File: src/rtl/msk_piso_reader_if.sv
// Masked word-in / beat-out handshake bundle; slave is the reader, master is the producer/consumer side.
interface msk_piso_reader_if #(
    parameter int d     = 2,
    parameter int count = 4,
    parameter int chunk = 1
);
    logic                   in_valid;
    logic                   in_ready;
    logic [count*d-1:0]     in;
    logic                   out_valid;
    logic                   out_ready;
    logic [chunk*d-1:0]     out;
    logic                   out_last;

    modport slave (
        input  in_valid, in, out_ready,
        output in_ready, out_valid, out, out_last
    );

    modport master (
        output in_valid, in, out_ready,
        input  in_ready, out_valid, out, out_last
    );
endinterface

File: src/rtl/msk_piso_reader.sv
// Masked PISO: captures count shared elements, emits chunk elements per beat, shares never combined.
// Latency: first beat one cycle after load; one beat per cycle sustained, back-to-back words without bubble.
// Backpressure: out_ready low freezes data/counter; in_ready only in IDLE or on an accepted last beat.
module msk_piso_reader #(
    parameter int d     = 2,
    parameter int count = 4,
    parameter int chunk = 1
) (
    input  logic                clk,
    input  logic                rst_n,
    msk_piso_reader_if.slave    bus
);
    localparam int BEATS = count / chunk;
    localparam int CW    = (BEATS > 1) ? $clog2(BEATS) : 1;
    localparam int W     = count * d;
    localparam int SH    = chunk * d;
    localparam logic [CW-1:0] LAST_CNT = CW'(BEATS - 1);

    typedef enum logic {IDLE, SHIFT} state_t;

    state_t         state_q, state_n;
    logic [W-1:0]   data_q, data_n;
    logic [CW-1:0]  cnt_q, cnt_n;
    logic           last;
    logic           load;
    logic           accept;

    // Control is derived from state and counter only, never from share values.
    assign last          = (state_q == SHIFT) && (cnt_q == LAST_CNT);
    assign bus.out_valid = (state_q == SHIFT);
    assign bus.out_last  = last;
    assign bus.in_ready  = (state_q == IDLE) || (last && bus.out_ready);
    assign bus.out       = data_q[SH-1:0];
    assign load          = bus.in_valid && bus.in_ready;
    assign accept        = bus.out_valid && bus.out_ready;

    always_comb begin
        state_n = state_q;
        data_n  = data_q;
        cnt_n   = cnt_q;
        if (load) begin
            state_n = SHIFT;
            data_n  = bus.in;
            cnt_n   = '0;
        end else if (accept && last) begin
            state_n = IDLE;
            data_n  = '0;
            cnt_n   = '0;
        end else if (accept) begin
            // Whole-element shift keeps every share in its own lane.
            data_n  = data_q >> SH;
            cnt_n   = cnt_q + CW'(1);
        end
    end

    always_ff @(posedge clk or negedge rst_n) begin
        if (!rst_n) begin
            state_q <= IDLE;
            data_q  <= '0;
            cnt_q   <= '0;
        end else begin
            state_q <= state_n;
            data_q  <= data_n;
            cnt_q   <= cnt_n;
        end
    end
endmodule

File: src/flat_wrapper.sv
// flat-port wrapper written by rule: the top's interface ports become plain ports
module msk_piso_reader_flat 
#(
    parameter int d     = 2,
    parameter int count = 4,
    parameter int chunk = 1
)
  (clk, rst_n, bus_in_valid, bus_in, bus_out_ready, bus_in_ready, bus_out_valid, bus_out, bus_out_last);
  msk_piso_reader_if #(.d(d), .count(count), .chunk(chunk)) bus_i ();
  input  logic clk;
  input  logic rst_n;
  input wire logic [$bits(bus_i.in_valid)-1:0] bus_in_valid;
  input wire logic [$bits(bus_i.in)-1:0] bus_in;
  input wire logic [$bits(bus_i.out_ready)-1:0] bus_out_ready;
  output wire logic [$bits(bus_i.in_ready)-1:0] bus_in_ready;
  output wire logic [$bits(bus_i.out_valid)-1:0] bus_out_valid;
  output wire logic [$bits(bus_i.out)-1:0] bus_out;
  output wire logic [$bits(bus_i.out_last)-1:0] bus_out_last;
  assign bus_i.in_valid = bus_in_valid;
  assign bus_i.in = bus_in;
  assign bus_i.out_ready = bus_out_ready;
  assign bus_in_ready = bus_i.in_ready;
  assign bus_out_valid = bus_i.out_valid;
  assign bus_out = bus_i.out;
  assign bus_out_last = bus_i.out_last;
  msk_piso_reader #(.d(d), .count(count), .chunk(chunk)) u_core (.clk(clk), .rst_n(rst_n), .bus(bus_i));
endmodule
File: config.mk
export PLATFORM = sky130hd
export DESIGN_NAME = msk_piso_reader_flat
export DESIGN_NICKNAME = d
export VERILOG_FILES = /design/src/rtl/msk_piso_reader_if.sv /design/src/rtl/msk_piso_reader.sv /design/src/flat_wrapper.sv
export SDC_FILE = /design/constraint.sdc
export NUM_CORES = 1
export LEC_CHECK = 0
export BUFFER_PORTS_ARGS = -buffer_cell sky130_fd_sc_hd__buf_2
export CORE_MARGIN = 2
export CORE_UTILIZATION = 50
export DETAILED_ROUTE_END_ITERATION = 6
export GPL_TIMING_DRIVEN = 0
export HOLD_SLACK_MARGIN = 0.1
export PLACE_DENSITY_LB_ADDON = 0.2
export SYNTH_ARGS = -nofsm -noshare
export SYNTH_HDL_FRONTEND = slang
export SYNTH_SLANG_ARGS = --single-unit
export TNS_END_PERCENT = 50
File: constraint.sdc
create_clock -name clk -period 1.3 [get_ports clk]
set_input_delay 0.195 -clock clk [delete_from_list [all_inputs] [get_ports clk]]
set_output_delay 0.195 -clock clk [all_outputs]
set_load 0.01 [all_outputs]
==> results of run 1 <==
cell usage after synthesis:
library cell and count:
dfrtp_1 11, inv_1 10, o21ai_0 8, a21oi_1 7, a221oi_1 5, buf_4 4, nand2_1 4, nand2b_1 3
buf_2 2, buf_6 2, mux2i_1 2, nand3_1 2, nand4_1 2, o221ai_1 2, a221oi_2 1, a31oi_1 1
and2_1 1, and2_4 1, clkbuf_2 1, ha_1 1, nor2b_1 1, nor3b_1 1, o21ai_1 1, or2_1 1
state kept, by name, indices dropped and copies added (netlist names):
signal and cells:
u_core.bus.out_valid 1, u_core.cnt_q 2, u_core.data_q 8
report_power, final:
group	leakage (uW)	switching, uW	internal, uW	total, uW
logic	0.000292	414	503	918
registers	0.000129	90.4	486	577
clock network	0.0000150	134	119	253
worst paths after layout:
kind | start | to | depth (start not counted)
max reg2reg | u_core.cnt_q[0] | u_core.data_q[2] | 5
max in group asynchronous | rst_n | u_core.data_q[1] | 2
max | u_core.cnt_q[0] | bus_in_ready | 5
min reg2reg | u_core.data_q[2] | u_core.data_q[2] | 2
min in group asynchronous | rst_n | u_core.data_q[7] | 2
min | bus_in[4] | u_core.data_q[4] | 3
logic make-up (layout without fill, tap and decap cells):
kind of cell | Yosys count | in the layout | synth area share
compound gates | 25 | 25 | 0.244
buf+inv | 19 | 45 | 0.158
simple gates | 16 | 16 | 0.137
flops | 11 | 11 | 0.413
mux | 2 | 2 | 0.0300
fa+ha+maj | 1 | 1 | 0.0188
cell type report:
class / count / area share
inverter: 10 / 0.0416
timing repair buffer: 22 / 0.161
buffer: 9 / 0.0817
sequential: 11 / 0.305
clock buffer: 4 / 0.0291
tap: 15 / 0.0208
multi-input combinational: 44 / 0.361
through the flow:
stage	total power (uW)	instance area [um2]	util	setup slack (ns)
after floorplan	1040	667	-	0.0833
after global placement	1200	756	0.596	-0.0455
after detailed placement	1220	756	0.596	-0.0914
after CTS	1590	846	0.667	-0.125
after global routing	1860	903	0.712	-0.188
final	1750	903	0.712	-0.127
worst max-delay path, cell delays in order, from the launching register on:
cell	delay, ns
dfrtp_1	0.40
ha_2	0.19
buf_6	0.13
nand2_2	0.06
nand2_2	0.06
buf_6	0.12
routing by layer:
| layer | vias up | global-route usage | share of wire |
|---|---|---|---|
| li1 | 313 | - | - |
| met1 | 315 | 0.316 | 0.43 |
| met2 | 14 | 0.365 | 0.52 |
| met3 | 5 | 0.0333 | 0.027 |
| met4 | 0 | 0.125 | 0.021 |
| met5 | - | 0 | 0 |
what timing repair did:
| item | CTS | global route |
|---|---|---|
| hold endpoints to repair | 11 | 0 |
| endpoints found under the setup margin | 8 | 9 |
| pin swaps | 4 | 1 |
| buffers inserted | 6 | 1 |
| hold buffers | 1 | 0 |
| resized for setup | 3 | 13 |
==> impl_metrics.ini, run 1 <==
[status]
outcome = finished with violations
violations = negative setup slack

[die]
rows = 13
core_area_um2 = 1270
die_area_um2 = 1640
io_pins = 17
initial_utilization = 0.526
dieWidth_um = 40.5
die_y_um = 40.5

[placed_design]
numPortBuffers = 14
post-dp-hpwl_um = 959
dp_cells = 103
gp_congestion = 0.743

[setup_path]
arrival_ns = 1.23
rrSetupSlack_ns = -0.06
worst_setup_path_end_kind = primary output
worstPathMaxFanout = 4
startpoint_type = register
path_class = register to primary output
crit_required_ns = 1.11

[flow_run]
cap_violations = 0

[sta]
setup_violations = 7
fin_crit_sh = 1.10
fin_skew_ns = 0.00307
finalSetupTns_ns = -0.422
min_period_ns = 1.43
grt_setup_unrepaired = true
maxSlewHeadroom = 0.754
hold_viol = 0
fin_hold_ws_ns = 0.155
worst_slew_pin_slew_ns = 0.370
report.final.slew_viol_count = 0
max_clock_freq_ghz = 0.701
layout_setup_ws_ns = -0.127

[global_routing]
grt_max_degree = 12
antenna_found_initial = 0
overflow = 0
grt_use_total = 0.236
grt_pass1_wl_um = 2490
grt_pass1_vias = 549

[finish]
multi_input_area_um2 = 327
final_common_cell = buf_2
n_antenna_cell = 0
areaGrowthSynthToFinish_pct = 35.5
drive_gt1_frac = 0.440
area.sequential_um2 = 275
nFillCells = 105
finalNonFillerCells = 115
mostFrequentLayoutCells = buf_2, buf_4, dfrtp_1, inv_1, a21oi_1
fin_nets = 114

[synthesis]
syn_avg_cell_area_um2 = 9.01
synth_top_area_cell = dfrtp_1
synth_top_area_share = 0.413
yosys_warnings = 0
ys_ff_latch = 11
synthesis.area_um2 = 667
synth.distinct_cells = 24
synth_nets = 87
synthCells = 74
ys_seq_area_frac = 0.413
synthTopCellsByArea = dfrtp_1, a221oi_1, o21ai_0

[cts]
clock_latency_ns = 0.28
cts_max_path_buffers = 2
clockRootBuffer = clkbuf_4
cts_tree = built
numClockSinks = 11
cts_made_buffers = 3
clkSlewWorstSetupHoldPaths_ns = 0.08
htree_levels = 1

[detailed_routing]
wirelength_um = 1660
routed_via_density = 5.63
vias = 647
drt-initial-drc-count = 10
drc_errors = 0
detail_route.first_pass.iterations = 4
routedWlPerCell_um = 14.4
antenna_left = 0

[power]
total_leakage_power_uw = 0.000437
p_per_area_nw_per_um2 = 1930
irDropWorstVdd_uv = 979

[worst_hold_path]
hp-class = input port to register
Power figures use the tool's default switching activity.
==> run 2: changes to the inputs <==
--- a/config.mk
+++ b/config.mk
@@ -12,6 +12,7 @@
 export GPL_TIMING_DRIVEN = 0
 export HOLD_SLACK_MARGIN = 0.1
 export PLACE_DENSITY_LB_ADDON = 0.2
+export SKIP_CTS_REPAIR_TIMING = 1
 export SYNTH_ARGS = -nofsm -noshare
 export SYNTH_HDL_FRONTEND = slang
 export SYNTH_SLANG_ARGS = --single-unit
==> run 2 against run 1 <==
Compared with the run above:
- the run still ends with negative setup slack left
- utilization shrank 2.3 points
- critical endpoint is now bus_out_last
- die area did not move
- largest cell class unchanged
- combinational power is 5.1% lower
- cell area shrank 3.2%
- non-clock buffer count is 2 lower
- critical path depth is 1 lower
- largest power group unchanged
- via count is 2.8% lower
==> impl_metrics.ini, run 2 (synthesis gave the netlist of run 1 again) <==
[sta]
fin_skew_ns = 0.00682
min_period_ns = 1.45
hold_viol = 0
fin_crit_sh = 1.12
setup_violations = 7
grt_setup_unrepaired = true
maxSlewHeadroom = 0.635
report.final.slew_viol_count = 0
worst_slew_pin_slew_ns = 0.544
layout_setup_ws_ns = -0.152
max_clock_freq_ghz = 0.689

[cts]
htree_levels = 1
clock_latency_ns = 0.28
cts_made_buffers = 3
clkSlewWorstSetupHoldPaths_ns = 0.08
numClockSinks = 11
cts_tree = built
cts_max_path_buffers = 2
clockRootBuffer = clkbuf_4

[setup_path]
arrival_ns = 1.26
worstPathMaxFanout = 6
worst_setup_path_end_kind = primary output
critical_path.top_delay_family = flip-flops
slowest_stage = dfrtp_1
max_stage_delay_ns = 0.41
startpoint_type = register
path_class = register to primary output
crit_top_cell = buf_6
cp_cell_sequence = ha_4, buf_6, and2_4, buf_6
crit_required_ns = 1.11
path_buf_inv = 2

[finish]
final_common_cell = buf_2
top_register = u_core.data_q
mostFrequentLayoutCells = buf_2, dfrtp_1, inv_1, buf_4, a21oi_1
n_antenna_cell = 0
fin_util = 0.689
finalNonFillerCells = 113
largest_register_ffs = 8
areaGrowthSynthToFinish_pct = 31.1
nFillCells = 104
fin_nets = 112
area.sequential_um2 = 275
multi_input_area_um2 = 313
drive_gt1_frac = 0.388

[status]
outcome = finished with violations
violations = negative setup slack

[power]
p_per_area_nw_per_um2 = 1950
p_comb_frac = 0.510
irDropWorstVdd_uv = 1170
p_switching_uw = 620
pwr-share-seq = 0.343
power.total_uw = 1710
power.share.switching = 0.363
total_leakage_power_uw = 0.000416
p_clk_frac = 0.147
internal-power_uw = 1090

[die]
rows = 13
dieWidth_um = 40.5
io_pins = 17
initial_utilization = 0.526
core_area_um2 = 1270
die_y_um = 40.5
die_area_um2 = 1640

[detailed_routing]
routedWlPerCell_um = 13.7
antenna_left = 0
drt-initial-drc-count = 15
wirelength_um = 1550
drc_errors = 0
vias = 629
routed_via_density = 5.57
detail_route.first_pass.iterations = 4

[placed_design]
gp_congestion = 0.743
dp_worst_setup_slack_ns = -0.0914
numPortBuffers = 14
post-dp-hpwl_um = 959
dp_cells = 103

[worst_hold_path]
hp-class = input port to register

[global_routing]
grt_pass1_vias = 496
antenna_found_initial = 0
grt_pass1_wl_um = 2210
grt_use_total = 0.209
overflow = 0
grt_max_degree = 12

[flow_run]
cap_violations = 0
[run 2: area by class of cell]
type                       instances  area share
clock buffer                       4      0.0300
buffer                             9      0.0844
tap                               15      0.0215
timing repair buffer              20       0.149
sequential                        11       0.315
inverter                          10      0.0429
multi-input combinational         44       0.358
[run 2: through the flow]
| stage | hold WS (ns) | instance area, um2 | setup TNS, ns |
|---|---|---|---|
| after CTS | -0.214 | 782 | -1.09 |
| after floorplan | -0.101 | 667 | 0 |
| after detailed placement | 0.0796 | 756 | -0.390 |
| after global placement | 0.0788 | 756 | -0.195 |
| final | 0.156 | 875 | -0.601 |
| after global routing | 0.159 | 875 | -0.956 |
[run 2: routing by layer]
| metal | share of wire | vias to the layer above | GRT usage |
|---|---|---|---|
| met3 | 0.027 | 6 | 0.0333 |
| met1 | 0.43 | 303 | 0.278 |
| li1 | - | 306 | - |
| met2 | 0.51 | 14 | 0.313 |
| met4 | 0.030 | 0 | 0.125 |
| met5 | 0 | - | 0 |
[run 2: worst paths after layout]
path	start	slack [ns]	to	cells past startpoint
worst max-delay path	u_core.cnt_q[1]	-0.15	bus_out_last	4
max in group asynchronous	rst_n	0.75	u_core.cnt_q[0]	2
min in group asynchronous	rst_n	0.34	u_core.data_q[6]	2
worst min-delay path	bus_in[0]	0.16	u_core.data_q[0]	3
worst min register to register	u_core.data_q[4]	0.59	u_core.data_q[4]	2
worst max register to register	u_core.cnt_q[1]	-0.08	u_core.data_q[4]	6
[run 2: power by group through the flow]
stage | Combinational, uW | Sequential [uW] | Clock (uW)
3_5_place_dp | 631 | 584 | 0
5_1_grt | 948 | 596 | 264
4_1_cts | 634 | 578 | 247
6_report | 871 | 585 | 251
3_3_place_gp | 621 | 575 | 0
2_1_floorplan | 482 | 561 | 0
[run 2: worst min-delay path, cell delays in order]
cell and delay [ns]:
buf_2 0.09, inv_1 0.05, a221oi_2 0.05
==> run 3: changes to the inputs <==
--- a/config.mk
+++ b/config.mk
@@ -11,7 +11,7 @@
 export DETAILED_ROUTE_END_ITERATION = 6
 export GPL_TIMING_DRIVEN = 0
 export HOLD_SLACK_MARGIN = 0.1
-export PLACE_DENSITY_LB_ADDON = 0.2
+export PLACE_DENSITY = 0.8
 export SKIP_CTS_REPAIR_TIMING = 1
 export SYNTH_ARGS = -nofsm -noshare
 export SYNTH_HDL_FRONTEND = slang
==> run 3 against run 2 <==
Compared with the run above:
- the flow still finishes with violations (negative setup slack)
- sequential share of layout area shrank 0.74 points
- flip-flop and latch count is the same
- non-clock buffer count grew 1
- global-route usage is essentially flat
- total power grew 2.2%
- hold slack lost 0.0099 ns
- critical path type unchanged
- critical endpoint is now bus_in_ready
==> impl_metrics.ini, run 3 (synthesis gave the netlist of run 1 again) <==
[worst_hold_path]
min_path_cells = 3
hp-class = input port to register
whs_endpoint = u_core.data_q[2]
min_from = bus_in[2]

[setup_path]
max_stage_delay_ns = 0.44
crit_required_ns = 1.11
startpoint_type = register
rrSetupSlack_ns = -0.10
critical_path.top_delay_family = flip-flops
reg2reg_from = u_core.cnt_q[0]
path_buf_inv = 2
r2r_cells = 5
slowest_stage = dfrtp_2
worst_setup_path_end_kind = primary output
cp_cell_sequence = ha_4, buf_6, nand2_2, nand2_2, buf_6
path_class = register to primary output
arrival_ns = 1.29
worstPathMaxFanout = 5
r2r_end = u_core.data_q[3]

[detailed_routing]
wirelength_um = 1600
drt-initial-drc-count = 25
routedWlPerCell_um = 14.0
antenna_left = 0
detail_route.first_pass.iterations = 4
drc_errors = 0
vias = 637
routed_via_density = 5.59

[finish]
drive_gt1_frac = 0.444
n_antenna_cell = 0
nFillCells = 110
top_register = u_core.data_q
fin_nets = 113
areaGrowthSynthToFinish_pct = 34.9
mostFrequentLayoutCells = buf_2, inv_1, dfrtp_1, buf_4
fin_util = 0.709
finalNonFillerCells = 114
largest_register_ffs = 8
final_common_cell = buf_2

[status]
violations = negative setup slack
outcome = finished with violations

[sta]
maxSlewHeadroom = 0.762
fin_crit_sh = 1.14
worst_slew_pin_slew_ns = 0.357
min_period_ns = 1.49
max_clock_freq_ghz = 0.672
report.final.slew_viol_count = 0
layout_setup_ws_ns = -0.188
fin_skew_ns = 0.000951
grt_setup_unrepaired = true
hold_viol = 0
setup_violations = 7

[global_routing]
overflow = 0
antenna_found_initial = 0
grt_use_total = 0.209
grt_pass1_wl_um = 2290
grt_max_degree = 12
grt_pass1_vias = 508

[flow_run]
cap_violations = 0

[cts]
htree_levels = 1
numClockSinks = 11
cts_tree = built
cts_made_buffers = 3
clkSlewWorstSetupHoldPaths_ns = 0.08
clock_latency_ns = 0.28
cts_max_path_buffers = 2
clockRootBuffer = clkbuf_4

[power]
p_comb_frac = 0.515
power.total_uw = 1740
pwr-share-seq = 0.339
power.share.switching = 0.369
p_switching_uw = 645
total_leakage_power_uw = 0.000432
irDropWorstVdd_uv = 1120
internal-power_uw = 1100
p_clk_frac = 0.146
p_per_area_nw_per_um2 = 1940

[placed_design]
post-dp-hpwl_um = 954
dp_cells = 103
numPortBuffers = 14
gp_congestion = 0.766
dp_worst_setup_slack_ns = -0.109

[die]
die_y_um = 40.5
dieWidth_um = 40.5
core_area_um2 = 1270
rows = 13
die_area_um2 = 1640
initial_utilization = 0.526
io_pins = 17
run 3: worst max path at each step:
stage                    start          endpoint  slack (ns)  cells past startpoint
2_1_floorplan  u_core.cnt_q[0]  u_core.data_q[0]        0.08                      4
3_3_place_gp   u_core.cnt_q[0]  u_core.data_q[4]       -0.05                      4
3_5_place_dp   u_core.cnt_q[0]  u_core.data_q[3]       -0.11                      4
4_1_cts        u_core.cnt_q[0]      bus_out_last       -0.35                      4
5_1_grt        u_core.cnt_q[0]      bus_in_ready       -0.24                      5
6_report       u_core.cnt_q[0]      bus_in_ready       -0.19                      5
run 3: layer usage:
layer | global-route usage | vias up | part of all wire
li1 | - | 310 | -
met1 | 0.281 | 297 | 0.43
met2 | 0.321 | 25 | 0.49
met3 | 0.0333 | 5 | 0.058
met4 | 0.100 | 0 | 0.026
met5 | 0 | - | 0
run 3: worst min-delay path: cells and delay by family:
family	cells	cell delay, ns
AO/OA/AOI/OAI	1	0.06
buffers and inverters	2	0.13
run 3: cell type report:
type | count | area [um2] | share of cell area
inverters | 10 | 37.5 | 0.0417
clock buffers | 3 | 22.5 | 0.0250
flip-flops and latches | 11 | 277 | 0.307
well taps | 15 | 18.8 | 0.0209
plain buffers | 9 | 73.8 | 0.0821
repair buffers | 21 | 135 | 0.150
multi-input cells | 44 | 330 | 0.367
clock inverters | 1 | 5.00 | 0.00556
run 3: power groups by stage:
stage          Clock [uW]  Combinational, uW  Sequential (uW)
3_3_place_gp            0                613              579
2_1_floorplan           0                482              561
4_1_cts               250                638              579
5_1_grt               268               1010              614
6_report              254                899              592
3_5_place_dp            0                638              584
run 3: per-stage QoR:
step | TNS, ns | hold WS, ns | instance area (um2)
floorplan | 0 | -0.101 | 667
global placement | -0.197 | 0.0799 | 756
detailed placement | -0.516 | 0.0833 | 756
CTS | -1.31 | -0.219 | 783
global route | -1.31 | 0.164 | 900
finish | -0.689 | 0.147 | 900
